--- src/rtl/pipe_ctrl_pkg.sv ---
// pipe_ctrl_pkg: stall encodings, FSM states and shared constants for pipe_ctrl.
package pipe_ctrl_pkg;
    localparam int STALL_W = 6;
    localparam logic [STALL_W-1:0] ZERO      = '0;
    localparam logic [STALL_W-1:0] STALL_PC  = 6'b000001;
    localparam logic [STALL_W-1:0] STALL_IF  = 6'b000011;
    localparam logic [STALL_W-1:0] STALL_ID  = 6'b000111;
    localparam logic [STALL_W-1:0] STALL_EX  = 6'b001111;
    localparam logic [STALL_W-1:0] STALL_MEM = 6'b011111;
    typedef enum logic [1:0] {RUN, DRAIN, FLUSH, REDIRECT} state_t;
endpackage

--- src/rtl/pipe_ctrl_stall_merge.sv ---
// stall_merge: priority encoder from per-stage stall requests to the stall vector.
module stall_merge
    import pipe_ctrl_pkg::*;
(
    input  logic               req_if_i,
    input  logic               req_id_i,
    input  logic               req_ex_i,
    input  logic               req_mem_i,
    output logic [STALL_W-1:0] stall_o
);
    assign stall_o = req_mem_i ? STALL_MEM :
                     req_ex_i  ? STALL_EX  :
                     req_id_i  ? STALL_ID  :
                     req_if_i  ? STALL_IF  : ZERO;
endmodule

--- src/rtl/pipe_ctrl.sv ---
// pipe_ctrl: stall merge, branch flush and interrupt entry sequencing (drain, flush, redirect).
// Optional PIPE_CTRL_STALL_CNT_EN adds per-cause saturating stall counters.
module pipe_ctrl
    import pipe_ctrl_pkg::*;
#(
    parameter int ADDR_W    = 32,
    parameter int DRAIN_MAX = 15
) (
    input  logic               clk_i,
    input  logic               rst_ni,
    input  logic               stallreq_if_i,
    input  logic               stallreq_id_i,
    input  logic               stallreq_ex_i,
    input  logic               stallreq_mem_i,
    input  logic               branch_i,
    input  logic [ADDR_W-1:0]  branch_target_i,
    input  logic               int_req_i,
    input  logic [ADDR_W-1:0]  mtvec_i,
    input  logic               mem_valid_i,
    input  logic               ex_valid_i,
    input  logic               id_valid_i,
    input  logic [ADDR_W-1:0]  mem_pc_i,
    input  logic [ADDR_W-1:0]  ex_pc_i,
    input  logic [ADDR_W-1:0]  id_pc_i,
    input  logic [ADDR_W-1:0]  pc_i,
    output logic [STALL_W-1:0] stall_o,
    output logic               flush_o,
    output logic               flush_int_o,
    output logic [ADDR_W-1:0]  new_pc_o,
    output logic               new_pc_valid_o,
    output logic               int_ack_o,
    output logic [ADDR_W-1:0]  mepc_o,
    output logic               mepc_we_o,
    output logic               drain_to_o
`ifdef PIPE_CTRL_STALL_CNT_EN
    ,
    input  logic               stall_cnt_clr_i,
    output logic [127:0]       stall_cnt_o
`endif
);
    localparam int CNT_W = $clog2(DRAIN_MAX + 1);

    state_t             state_q, state_d;
    logic [CNT_W-1:0]   cnt_q;
    logic [STALL_W-1:0] stall_req;
    logic [ADDR_W-1:0]  epc, mepc_q;
    logic               timeout;

    stall_merge u_merge (
        .req_if_i  (stallreq_if_i),
        .req_id_i  (stallreq_id_i),
        .req_ex_i  (stallreq_ex_i),
        .req_mem_i (stallreq_mem_i),
        .stall_o   (stall_req)
    );

    assign epc = mem_valid_i ? mem_pc_i : ex_valid_i ? ex_pc_i : id_valid_i ? id_pc_i : pc_i;

    always_comb begin
        state_d        = state_q;
        stall_o        = ZERO;
        flush_o        = 1'b0;
        flush_int_o    = 1'b0;
        new_pc_o       = '0;
        new_pc_valid_o = 1'b0;
        int_ack_o      = 1'b0;
        mepc_we_o      = 1'b0;
        timeout        = 1'b0;
        case (state_q)
            RUN, DRAIN: begin
                stall_o = (state_q == DRAIN) ? (stall_req | STALL_IF) : stall_req;
                if (branch_i && !stall_req[3]) begin
                    flush_o        = 1'b1;
                    new_pc_o       = branch_target_i;
                    new_pc_valid_o = 1'b1;
                end
                if (state_q == RUN) begin
                    state_d = int_req_i ? DRAIN : RUN;
                end else if (!int_req_i) begin
                    state_d = RUN;
                end else if (!stallreq_ex_i && !stallreq_mem_i) begin
                    state_d = FLUSH;
                end else if (cnt_q == CNT_W'(DRAIN_MAX - 1)) begin
                    state_d = FLUSH;
                    timeout = 1'b1;
                end
            end
            FLUSH: begin
                flush_int_o = 1'b1;
                stall_o     = STALL_PC;
                mepc_we_o   = 1'b1;
                state_d     = REDIRECT;
            end
            default: begin
                new_pc_o       = mtvec_i;
                new_pc_valid_o = 1'b1;
                int_ack_o      = 1'b1;
                state_d        = RUN;
            end
        endcase
        // Everything combinational reads zero while reset is held.
        if (!rst_ni) begin
            stall_o        = ZERO;
            flush_o        = 1'b0;
            flush_int_o    = 1'b0;
            new_pc_o       = '0;
            new_pc_valid_o = 1'b0;
            int_ack_o      = 1'b0;
            mepc_we_o      = 1'b0;
        end
    end

    always_ff @(posedge clk_i) begin
        if (!rst_ni) begin
            state_q    <= RUN;
            cnt_q      <= '0;
            mepc_q     <= '0;
            drain_to_o <= 1'b0;
        end else begin
            state_q    <= state_d;
            cnt_q      <= (state_q == DRAIN) ? cnt_q + 1'b1 : '0;
            mepc_q     <= (state_q == FLUSH) ? epc : mepc_q;
            drain_to_o <= drain_to_o | timeout;
        end
    end

    // Shows the capture value during FLUSH, the held copy otherwise.
    assign mepc_o = (rst_ni && state_q == FLUSH) ? epc : mepc_q;

`ifdef PIPE_CTRL_STALL_CNT_EN
    logic [3:0] win;
    assign win = {stallreq_mem_i,
                  stallreq_ex_i & ~stallreq_mem_i,
                  stallreq_id_i & ~stallreq_ex_i & ~stallreq_mem_i,
                  stallreq_if_i & ~stallreq_id_i & ~stallreq_ex_i & ~stallreq_mem_i};
    for (genvar i = 0; i < 4; i++) begin : g_cnt
        always_ff @(posedge clk_i) begin
            if (!rst_ni || stall_cnt_clr_i)
                stall_cnt_o[32*i +: 32] <= '0;
            else if (win[i] && stall_cnt_o[32*i +: 32] != '1)
                stall_cnt_o[32*i +: 32] <= stall_cnt_o[32*i +: 32] + 32'd1;
        end
    end
`endif
endmodule

--- config.mk ---
export PLATFORM = sky130hd
export DESIGN_NAME = pipe_ctrl
export DESIGN_NICKNAME = d
export VERILOG_FILES = /design/src/rtl/pipe_ctrl_pkg.sv /design/src/rtl/pipe_ctrl_stall_merge.sv /design/src/rtl/pipe_ctrl.sv
export SDC_FILE = /design/constraint.sdc
export NUM_CORES = 1
export LEC_CHECK = 0
export CORE_MARGIN = 8
export CORE_UTILIZATION = 36
export CTS_CLUSTER_SIZE = 24
export DETAILED_ROUTE_END_ITERATION = 12
export MAX_ROUTING_LAYER = met4
export PLACE_DENSITY = 0.93
export SLEW_MARGIN = 20
export SYNTH_ARGS = -nofsm -noshare
export SYNTH_HDL_FRONTEND = slang
export SYNTH_SLANG_ARGS = --single-unit
--- constraint.sdc ---
create_clock -name clk_i -period 4.1 [get_ports clk_i]
set_input_delay 0.41 -clock clk_i [delete_from_list [all_inputs] [get_ports clk_i]]
set_output_delay 0.41 -clock clk_i [all_outputs]
set_load 0.1 [all_outputs]
==> results by group <==
Outcome
  – Run status: finished, final reports clean

Synthesis
  – Yosys warning total: 0
  – Sequential area share after synthesis: around 23%
  – Ys flop type: dfxtp_1
  – Async set-reset flop share out of synthesis: 0%
  – Number of synthesized flops with an enable pin: 0
  – Synth area leaders: dfxtp_1, a21o_1, a2111oi_4, mux2i_1, a22o_1
  – Synth area leader: dfxtp_1
  – Post-Syn Area: 3430 µm²
  – Syn Inst Count: ~340
  – Cell variety after synth: 32
  – Average size of a mapped cell: between 9 and 10 µm²
  – Register bit total from synthesis: 39
  – Top-area cell type share of the netlist area: 22.8%
  – Syn Nets: 549

Floorplan
  – CORE AREA: 9240 µm²
  – Rows: 35
  – Chip Width: 114 µm
  – Boundary Pins: about 280
  – Starting Density: 37.1%
  – Die Y: 114 µm
  – Die area: 12900 µm²

Layout
  – Fillcell total: just over 700
  – Post-layout nets: 802
  – Synth-to-Final Area Change: 83.9%
  – Antenna cell count: 0
  – Share of cells above drive strength 1: between 20% and 30%
  – Register Area: 781 µm²
  – Multi-input logic area: approximately 2400 µm²
  – Finished layout cell area: 6300 µm²

Drt
  – Detailed router's first-iteration violation count: roughly 130
  – Vias: 3792
  – Vias per cell: between 5 and 6
  – Routed WL: 14100 µm
  – Final ANT Viol Nets: 0
  – DR DRC count: 0
  – Mean routed wirelength per cell: 19.5 µm
  – Drt pass-1 iters: 4

Clocking
  – H-tree level count: 2
  – CTS tree: yes
  – Clk pin slew, worst setup/hold paths: 90 ps
  – Cts hold-fix bufs: 0
  – Cts bufs inserted: 5
  – Postcts setup bufs: 0
  – Clk_lat worst skew: 290 ps
  – Clk sinks: 39
  – Post-cts repair resize count: 0
  – Max clock buf depth: 2
  – Clock root buffer: clkbuf_8

GRT
  – Global-route wire length before repair: 21500 µm
  – GRT Total Usage: 21.2%
  – Largest net degree at the start of global routing: 65
  – Vias in the first global route: approximately 4100
  – Congestion Overflow GR: 0
  – Antenna violations before repair: 0

Critical path
  – Worst setup SP type: input pin
  – Crit path max fanout: 32
  – Critical path type: input pin to primary output
  – Crit path arrival time: 2760 ps
  – Required @ worst endpoint: 3690 ps
  – CP Capture Type: primary output

STA
  – Max Fclk: between 300 and 400 MHz
  – Fin. Hold Viols: 0
  – Slack of the critical path: 934 ps
  – TNS Setup: 0 ps
  – Slew HR: 32.5%
  – Least-Margin Pin Slew: 1010 ps
  – RSZ-0062 raised after global routing: no
  – Max Slew Vio Count: 0
  – Final setup fails: 0
  – Period minus WS final: 3170 ps
  – Crit share post-route: 77.2%
  – Skew final: approximately 17 ps

Placement
  – Placed inst area: 6200 µm²
  – DP Worst Slack: ~950 ps
  – Port Buf Inserts: 277
  – Hpwl dp: 12000 µm
  – Placer Congestion: 0.896

Power
  – IR drop worst, VDD: 131 µV
  – Lkg Pwr: between 2 and 3 nW
  – Final Total Pwr: 1.17 mW
  – PwrDens: 186 nW/µm²

Job
  – Max_cap viols: 0

Hold path
  – Hold crit path type: flop to flop
-- layer usage --
metal	share of wire, %	global-route usage, %
met1	36	20.5
met2	54	39.8
met3	7.8	5.81
met4	2.7	7.46
met5	0	-
-- state kept, by name (all words and copies together), names as in the netlist --
signal	flops
drain_to_o	1
state_q	2
mepc_q	32
cnt_q	4
-- worst paths after layout --
kind,startpoint,endpoint,slack (ps),depth (start not counted)
min,mepc_q[18]$_SDFFE_PN0N_,mepc_q[18]$_SDFFE_PN0N_,460,1
max,rst_ni,mepc_o[15],930,6
max reg2reg,state_q[0]$_SDFFE_PN0P_,mepc_q[15]$_SDFFE_PN0N_,2220,4
min reg2reg,mepc_q[18]$_SDFFE_PN0N_,mepc_q[18]$_SDFFE_PN0N_,460,1
-- per-stage QoR --
stage | std cells | hold WS [ps] | util (%)
global placement | 719 | 434 | 67.1
floorplan | 344 | 427 | -
finish | 727 | 459 | 68.2
CTS | 727 | 461 | 68.2
global route | 727 | 479 | 68.2
detailed placement | 719 | 440 | 67.1
-- critical path: stages --
cell	delay [ps]
clkdlybuf4s50_1	610
nand3b_1	400
buf_4	430
a2111oi_2	410
a21o_1	170
buf_4	300
-- Yosys cell counts, types with 2 or more instances --
master	count
a2111oi_2	18
a21oi_1	3
a2111oi_4	14
nor3b_1	32
nand2_1	4
buf_4	7
ha_1	2
clkbuf_1	15
buf_2	10
or2_1	2
dfxtp_1	39
mux2i_1	32
inv_1	2
nand3b_1	2
nor2b_1	35
nand3_1	3
a21o_1	64
a22o_1	32
o21a_1	3
nor2_1	7
buf_6	6
and3_1	2
-- cell usage in the layout, fill, tap and decap left out, types with 14 or more instances in the layout --
cell type	count
buf_12	15
mux2i_1	32
nor3b_1	32
dfxtp_1	39
clkdlybuf4s50_1	204
a21o_1	64
a2111oi_4	14
nor2b_1	34
a2111oi_2	18
a22o_1	32
buf_4	64
-- cell families (layout without fill, tap and decap cells) --
kind of cell               Yosys count  in the layout  synth area share, %
muxes                               32             32                 9.35
DFF                                 39             39                 22.8
adders and majority gates            2              2                0.730
and+or+nand+nor                     91             91                 16.9
other                                1              1                0.109
buffers and inverters               42            296                 7.05
xor gates and xnor gates             2              2                0.511
AOI/OAI and AO/OA                  135            135                 42.6
-- where the power goes --
part	switching, mW	internal, mW	total (mW)
combinational	0.245	0.246	0.491
clock	0.140	0.153	0.294
sequential	0.00410	0.384	0.388
total	0.389	0.783	1.17
-- area by class of cell --
| class | count | share of cell area (%) |
|---|---|---|
| timing repair buffer | 285 | 44.9 |
| tap | 129 | 2.56 |
| inverter | 3 | 0.179 |
| clock inverter | 1 | 0.119 |
| clock buffer | 7 | 1.53 |
| multi-input combinational | 263 | 38.3 |
| sequential | 39 | 12.4 |
(Power assumes the default switching activity.)
